**src/rtl/serial_sub_pkg.sv**
```systemverilog
// serial_sub_pkg: shared state encoding and counter sizing for the bit-serial subtractor.
package serial_sub_pkg;
    typedef enum logic [1:0] {IDLE, RUN, DONE} state_t;
    function automatic int cnt_width(input int w);
        return $clog2(w);
    endfunction
endpackage

```
**src/rtl/full_sub.sv**
```systemverilog
// full_sub: one-bit full subtractor cell computing x - y - bin.
module full_sub (
    input  logic x,
    input  logic y,
    input  logic bin,
    output logic d,
    output logic bout
);
    assign d = x ^ y ^ bin;
    assign bout = (~x & y) | (~(x ^ y) & bin);
endmodule

```
**src/rtl/serial_sub.sv**
```systemverilog
// serial_sub: LSB-first bit-serial unsigned subtractor with start/busy/done handshake.
module serial_sub #(
    parameter int WIDTH = 8
) (
    input  logic             clk,
    input  logic             rst,
    input  logic             start,
    input  logic [WIDTH-1:0] a,
    input  logic [WIDTH-1:0] b,
    output logic             busy,
    output logic             done,
    output logic [WIDTH-1:0] diff,
    output logic             borrow
);
    import serial_sub_pkg::*;
    localparam int CW = cnt_width(WIDTH);
    localparam logic [CW-1:0] LAST = CW'(WIDTH - 1);
    state_t state, state_next;
    logic [WIDTH-1:0] sa, sb;
    logic [CW-1:0] cnt;
    logic br, d, bout, last;
    full_sub u_fs (.x(sa[0]), .y(sb[0]), .bin(br), .d(d), .bout(bout));
    assign last = cnt == LAST;
    always_comb begin
        state_next = (state == IDLE) ? (start ? RUN : IDLE) :
                     (state == RUN)  ? (last ? DONE : RUN) : IDLE;
        busy = state != IDLE;
        done = state == DONE;
    end
    always_ff @(posedge clk) begin
        if (rst) begin
            state <= IDLE;
            sa <= '0;
            sb <= '0;
            br <= 1'b0;
            cnt <= '0;
            diff <= '0;
            borrow <= 1'b0;
        end else begin
            state <= state_next;
            if (state == IDLE && start) begin
                sa <= a;
                sb <= b;
                br <= 1'b0;
                cnt <= '0;
                diff <= '0;
                borrow <= 1'b0;
            end else if (state == RUN) begin
                sa <= sa >> 1;
                sb <= sb >> 1;
                br <= bout;
                diff <= {d, diff[WIDTH-1:1]};
                cnt <= last ? '0 : cnt + 1'b1;
                // borrow is published only once the final bit is processed
                if (last) borrow <= bout;
            end
        end
    end
endmodule

```
**config.mk**
```make
export PLATFORM = sky130hd
export DESIGN_NAME = serial_sub
export DESIGN_NICKNAME = d
export VERILOG_FILES = /design/src/rtl/serial_sub_pkg.sv /design/src/rtl/full_sub.sv /design/src/rtl/serial_sub.sv
export SDC_FILE = /design/constraint.sdc
export NUM_CORES = 1
export LEC_CHECK = 0
export ABC_AREA = 0
export CAP_MARGIN = 10
export CORE_MARGIN = 2
export CORE_UTILIZATION = 49
export CTS_CLUSTER_DIAMETER = 50
export DETAILED_ROUTE_END_ITERATION = 7
export HOLD_SLACK_MARGIN = 0.05
export PLACE_DENSITY = 0.84
export SYNTH_ARGS = -nofsm -noshare
export SYNTH_HDL_FRONTEND = slang
export SYNTH_SLANG_ARGS = --single-unit
```
**constraint.sdc**
```tcl
create_clock -name clk -period 1.6 [get_ports clk]
set_input_delay 0.32 -clock clk [delete_from_list [all_inputs] [get_ports clk]]
set_output_delay 0.32 -clock clk [all_outputs]
set_load 0.03 [all_outputs]
```
# [Word level (Yosys, flattened, before mapping)]
# Cells that the tools add are included.
[op_classes] addsub=1 eq_ne=3 mux=9 n_bitwise=7 n_reduce_logical=6
[ops] cell="$mux 8" n=4
[ops] cell="$mux 2" n=3
[ops] cell="$reduce_bool 2->1" n=2
[ops] cell="$add 3x1->3 const B" n=1
[ops] cell="$eq 3x3->1 const B" n=1
[ops] cell="$mux 3" n=1
[ops] cell="$and 1x1->1" n=2
[ops] cell="$eq 2x1->1 const B" n=1
[ops] cell="$eq 2x2->1 const B" n=1
[ops] cell="$logic_not 2->1" n=1
[ops] cell="$not 1->1" n=2
[ops] cell="$reduce_and 2->1" n=1
[ops] cell="$reduce_or 2->1" n=1
[ops] cell="$xor 1x1->1" n=2
[ops] cell="$logic_and 1x1->1" n=1
[ops] cell="$mux 1" n=1
[ops] cell="$or 1x1->1" n=1
[totals] register_bits=31 inputBits=19 word_cells=33

# [Logic depth before layout (Yosys ltp)]
[logic_depth] depth_word=4 mapped_depth=5 ltp_nobuf=4

# [Modules after synthesis]
# A second synthesis with hierarchy kept.
[hier_totals] cells_unflattened=167 area_unflattened_um2=1386.3
[modules_own_cells] mod="serial_sub" instances=1 cells_per_inst=163 area_per_inst_um2=1355.0 seq_area_each_um2=620.6
[modules_own_cells] mod="full_sub" instances=1 cells_per_inst=4 area_per_inst_um2=31.3 seq_area_each_um2=0.0

# [Least setup slack after synthesis]
# No wires, ideal clock.
[synth_path] path_kind="register to register" startpoint="reg state[1]" endpoint="reg diff[1]" arrival_ns=1.110 t_required_ns=1.484 path_slack_ns=0.373 stages_incl_launch_ff=6 path_buffers=2 period_less_slack_ns=1.227 path_cell_list="dfxtp_1 or3b_1 buf_6 nand2b_2 buf_4 a21oi_1"
[synth_between] elab_chain_len=3 elab_cells_between_ends=4 classes_between="eq/ne: 1; reduce/logical: 3"
[synth_lines] element="start, declared" line="serial_sub.sv:18" rtl="state_t state, state_next;"
[synth_lines] element="start signal, assigned" line="serial_sub.sv:40" rtl="state <= state_next;"
[synth_lines] element="$logic_not 2->1" line="serial_sub.sv:41" rtl="if (state == IDLE && start) begin"
[synth_lines] element="$logic_and 1x1->1" line="serial_sub.sv:41"
[synth_lines] element="$reduce_or 2->1 (no source line)"
[synth_lines] element="end signal, assigned" line="serial_sub.sv:52" rtl="diff <= {d, diff[WIDTH-1:1]};"
[synth_lines] element="end, declared" line="serial_sub.sv:12" rtl="output logic [WIDTH-1:0] diff,"
# Several ways; a longest one is shown, not always the timed one.
# A chain may end at the register's enable or synchronous reset.

# [Worst setup path after layout]
[layout_path] startpoint="reg state[0]" endpoint="out busy"
[layout_between] elab_chain_len=1
[layout_lines] element="$reduce_bool 2->1" line="serial_sub.sv:27" rtl="busy = state != IDLE;"
[layout_lines] element="end, declared" line="serial_sub.sv:10" rtl="output logic busy,"
# No other way between the ends.

==> flow_summary_export.csv <==
group,metric,value,unit
timing,hold_viol_final,0,
setup_path,r2r_start,"state[1]",
cts,postCtsHoldBufs,0,
synth,ys.flop_type,"dfxtp_1",
layout,stdcell_count,226,
drt,finalWirelength,3.03,mm
cts,h-tree-depth,2,
floorplan,die_y,56.2,µm
cts,cts_tree,"done",
global_route,grt_max_degree,19,
place,io_buffers,29,
timing,rsz0062_at_grt,"false",
synth,synth_nets,183,
power,powerDensity,942,nW/µm²
cts,cts-root-buf,"clkbuf_4",
timing,worst_pin_slew,0.383,ns
power,ir_drop,0.000697,V
layout,final_nets,218,
layout,layout_common_cells,"37 x nand2_1, 31 x dfxtp_1, 24 x a21oi_1, 18 x nor2_1, 18 x clkdlybuf4s50_1",
floorplan,die-area,3160,µm²
setup_path,reg2regPathDepth,5,
layout,areaGrowthSynthToFinish,29.4,%
place,dp.cells,218,
run_status,status,"complete, no violations",
setup_path,cp-end-kind,"output pin",
cts,cts_resized,10,
floorplan,ios,30,
floorplan,die_w,56.2,µm
setup_path,crit_start,"state[0]",
drt,ant_nets,0,
global_route,track_usage,20.9,%
floorplan,core_area,2520,µm²
setup_path,crit_arrival,1.19,ns
cts,cts_sinks,31,
timing,timing.fmax,0.661,GHz
synth,synth_cells,160,
floorplan,start_util,53.0,%
drt,drcViolationCount,0,
setup_path,crit_type,"reg -> out",
synth,synth.cell_area,1340,µm²
synth,ys_seq_elements,31,
synth,synth_cell_types,25,
cts,clk_pin_slew,0.10,ns
setup_path,required,1.28,ns
synth,yosys_warnings,0,
global_route,grt_pass1_wl,5.14,mm
layout,final_common_cell,"nand2_1",
cts,insertion_delay,0.33,ns
layout,fillers,207,
setup_path,r2r_end,"sb[2]",
layout,drive_above_1_share,12.2,%
synth,synth_edf_count,0,
timing,slew_viol_final,0,
timing,min_period,1.51,ns
global_route,gr-total-overflow,0,
drt,via_count,1213,
floorplan,rows,18,
cts,cts_buffer_depth,2,
timing,finalSetupViolCount,0,
setup_path,rrSetupSlack,0.16,ns
global_route,grt_pass1_vias,1140,
timing,finClkSkew,0.00884,ns
timing,layout_setup_ws,0.0862,ns
place,place_congestion,0.881,
synth,async_flop_share,0,%
drt,drtPass1Iterations,4,
layout,num_antenna_cells,0,
global_route,antenna_found_initial,0,
setup_path,start_kind,"flop",
synth,yosysSeqAreaShare,46.4,%
place,pre_cts_ws,-0.109,ns
timing,maxSlewHeadroom,74.5,%
setup_path,critPathCapture,"busy",
run,cap_violations,0,
cts,cts_buffers,5,
cts,post_cts.repair.setup_buffers,0,
drt,via_per_inst,5.37,
timing,fin_crit_sh,94.6,%
power,p_leak,0.697,nW
place,dpl.hpwl,2.15,mm
worst_hold_path,min_path_type,"reg -> reg",
synth,synth.avg_cell_area,8.36,µm²
setup_path,cp_max_fo,4,
drt,wl_per_cell,13.4,µm
drt,drtIter0Drc,34,
-- critical path: stages, from the launching register on --
cell           delay, ns
dfxtp_1             0.34
inv_1               0.07
nand2_1             0.06
dlygate4sd2_1       0.39
-- cell families (layout without fill, tap and decap cells) --
| logic type | Yosys count | after routing | synth area share, % |
|---|---|---|---|
| buf+inv | 16 | 52 | 7.67 |
| compound gates | 45 | 45 | 21.3 |
| flops | 31 | 31 | 46.4 |
| simple gates | 64 | 64 | 20.3 |
| fa+ha+maj | 4 | 4 | 4.30 |
-- worst min path at each step --
stage / start / end / depth (start not counted)
floorplan: sa[7] / sa[6] / 2
global placement: sb[4] / sb[3] / 2
detailed placement: sb[5] / sb[4] / 2
CTS: sa[7] / sa[6] / 2
global route: sb[2] / sb[1] / 2
finish: sb[5] / sb[4] / 2
-- synth_stat cells (3+ instances only) --
master,instances,area share [%]
buf_4,3,1.7
a21oi_1,24,9.0
o22ai_1,3,1.4
buf_2,4,1.5
nand2_1,37,10
ha_1,3,2.8
nor2_1,18,5.1
dfxtp_1,31,46
inv_1,4,1.1
a211oi_1,14,7.9
-- registers in the layout (all words and copies together) (netlist names) --
| signal | count |
|---|---|
| borrow | 1 |
| br | 1 |
| cnt | 3 |
| diff | 8 |
| sa | 8 |
| sb | 8 |
| state | 2 |
-- per-stage QoR --
stage | total power (W) | utilization [%] | hold WS, ns | setup TNS [ns] | cell area, µm²
floorplan | 0.00102 | - | 0.437 | 0 | 1340
global placement | 0.00110 | 66.2 | 0.442 | -1.39 | 1670
detailed placement | 0.00111 | 66.2 | 0.454 | -1.76 | 1670
CTS | 0.00164 | 68.6 | 0.466 | 0 | 1730
global route | 0.00171 | 68.6 | 0.486 | 0 | 1730
finish | 0.00163 | 68.6 | 0.466 | 0 | 1730
-- layer usage --
metal | vias up | track usage, % | wire [µm] | part of all wire (%)
met5 | - | 0 | 0 | 0
met4 | 0 | 9.18 | 70 | 2.3
met3 | 7 | 6.74 | 152 | 5.0
met2 | 32 | 32.6 | 1440 | 47
met1 | 564 | 26.2 | 1370 | 45
li1 | 610 | - | - | -
-- area by class of cell --
type	count	area, µm²	share of cell area (%)
multi-input combinational	113	614	35.5
timing repair buffer	40	370	21.4
clock inverter	1	7.51	0.434
tap	30	37.5	2.17
sequential	31	621	35.9
inverter	4	15.0	0.868
clock buffer	7	65.1	3.76
-- power by group --
group          switching [W]  internal [W]  leakage [nW]  total [W]
Clock               0.000277      0.000257        0.0375   0.000533
Sequential         0.0000248      0.000814         0.254   0.000839
Combinational       0.000134      0.000124         0.406   0.000257
(Power assumes the default switching activity.)
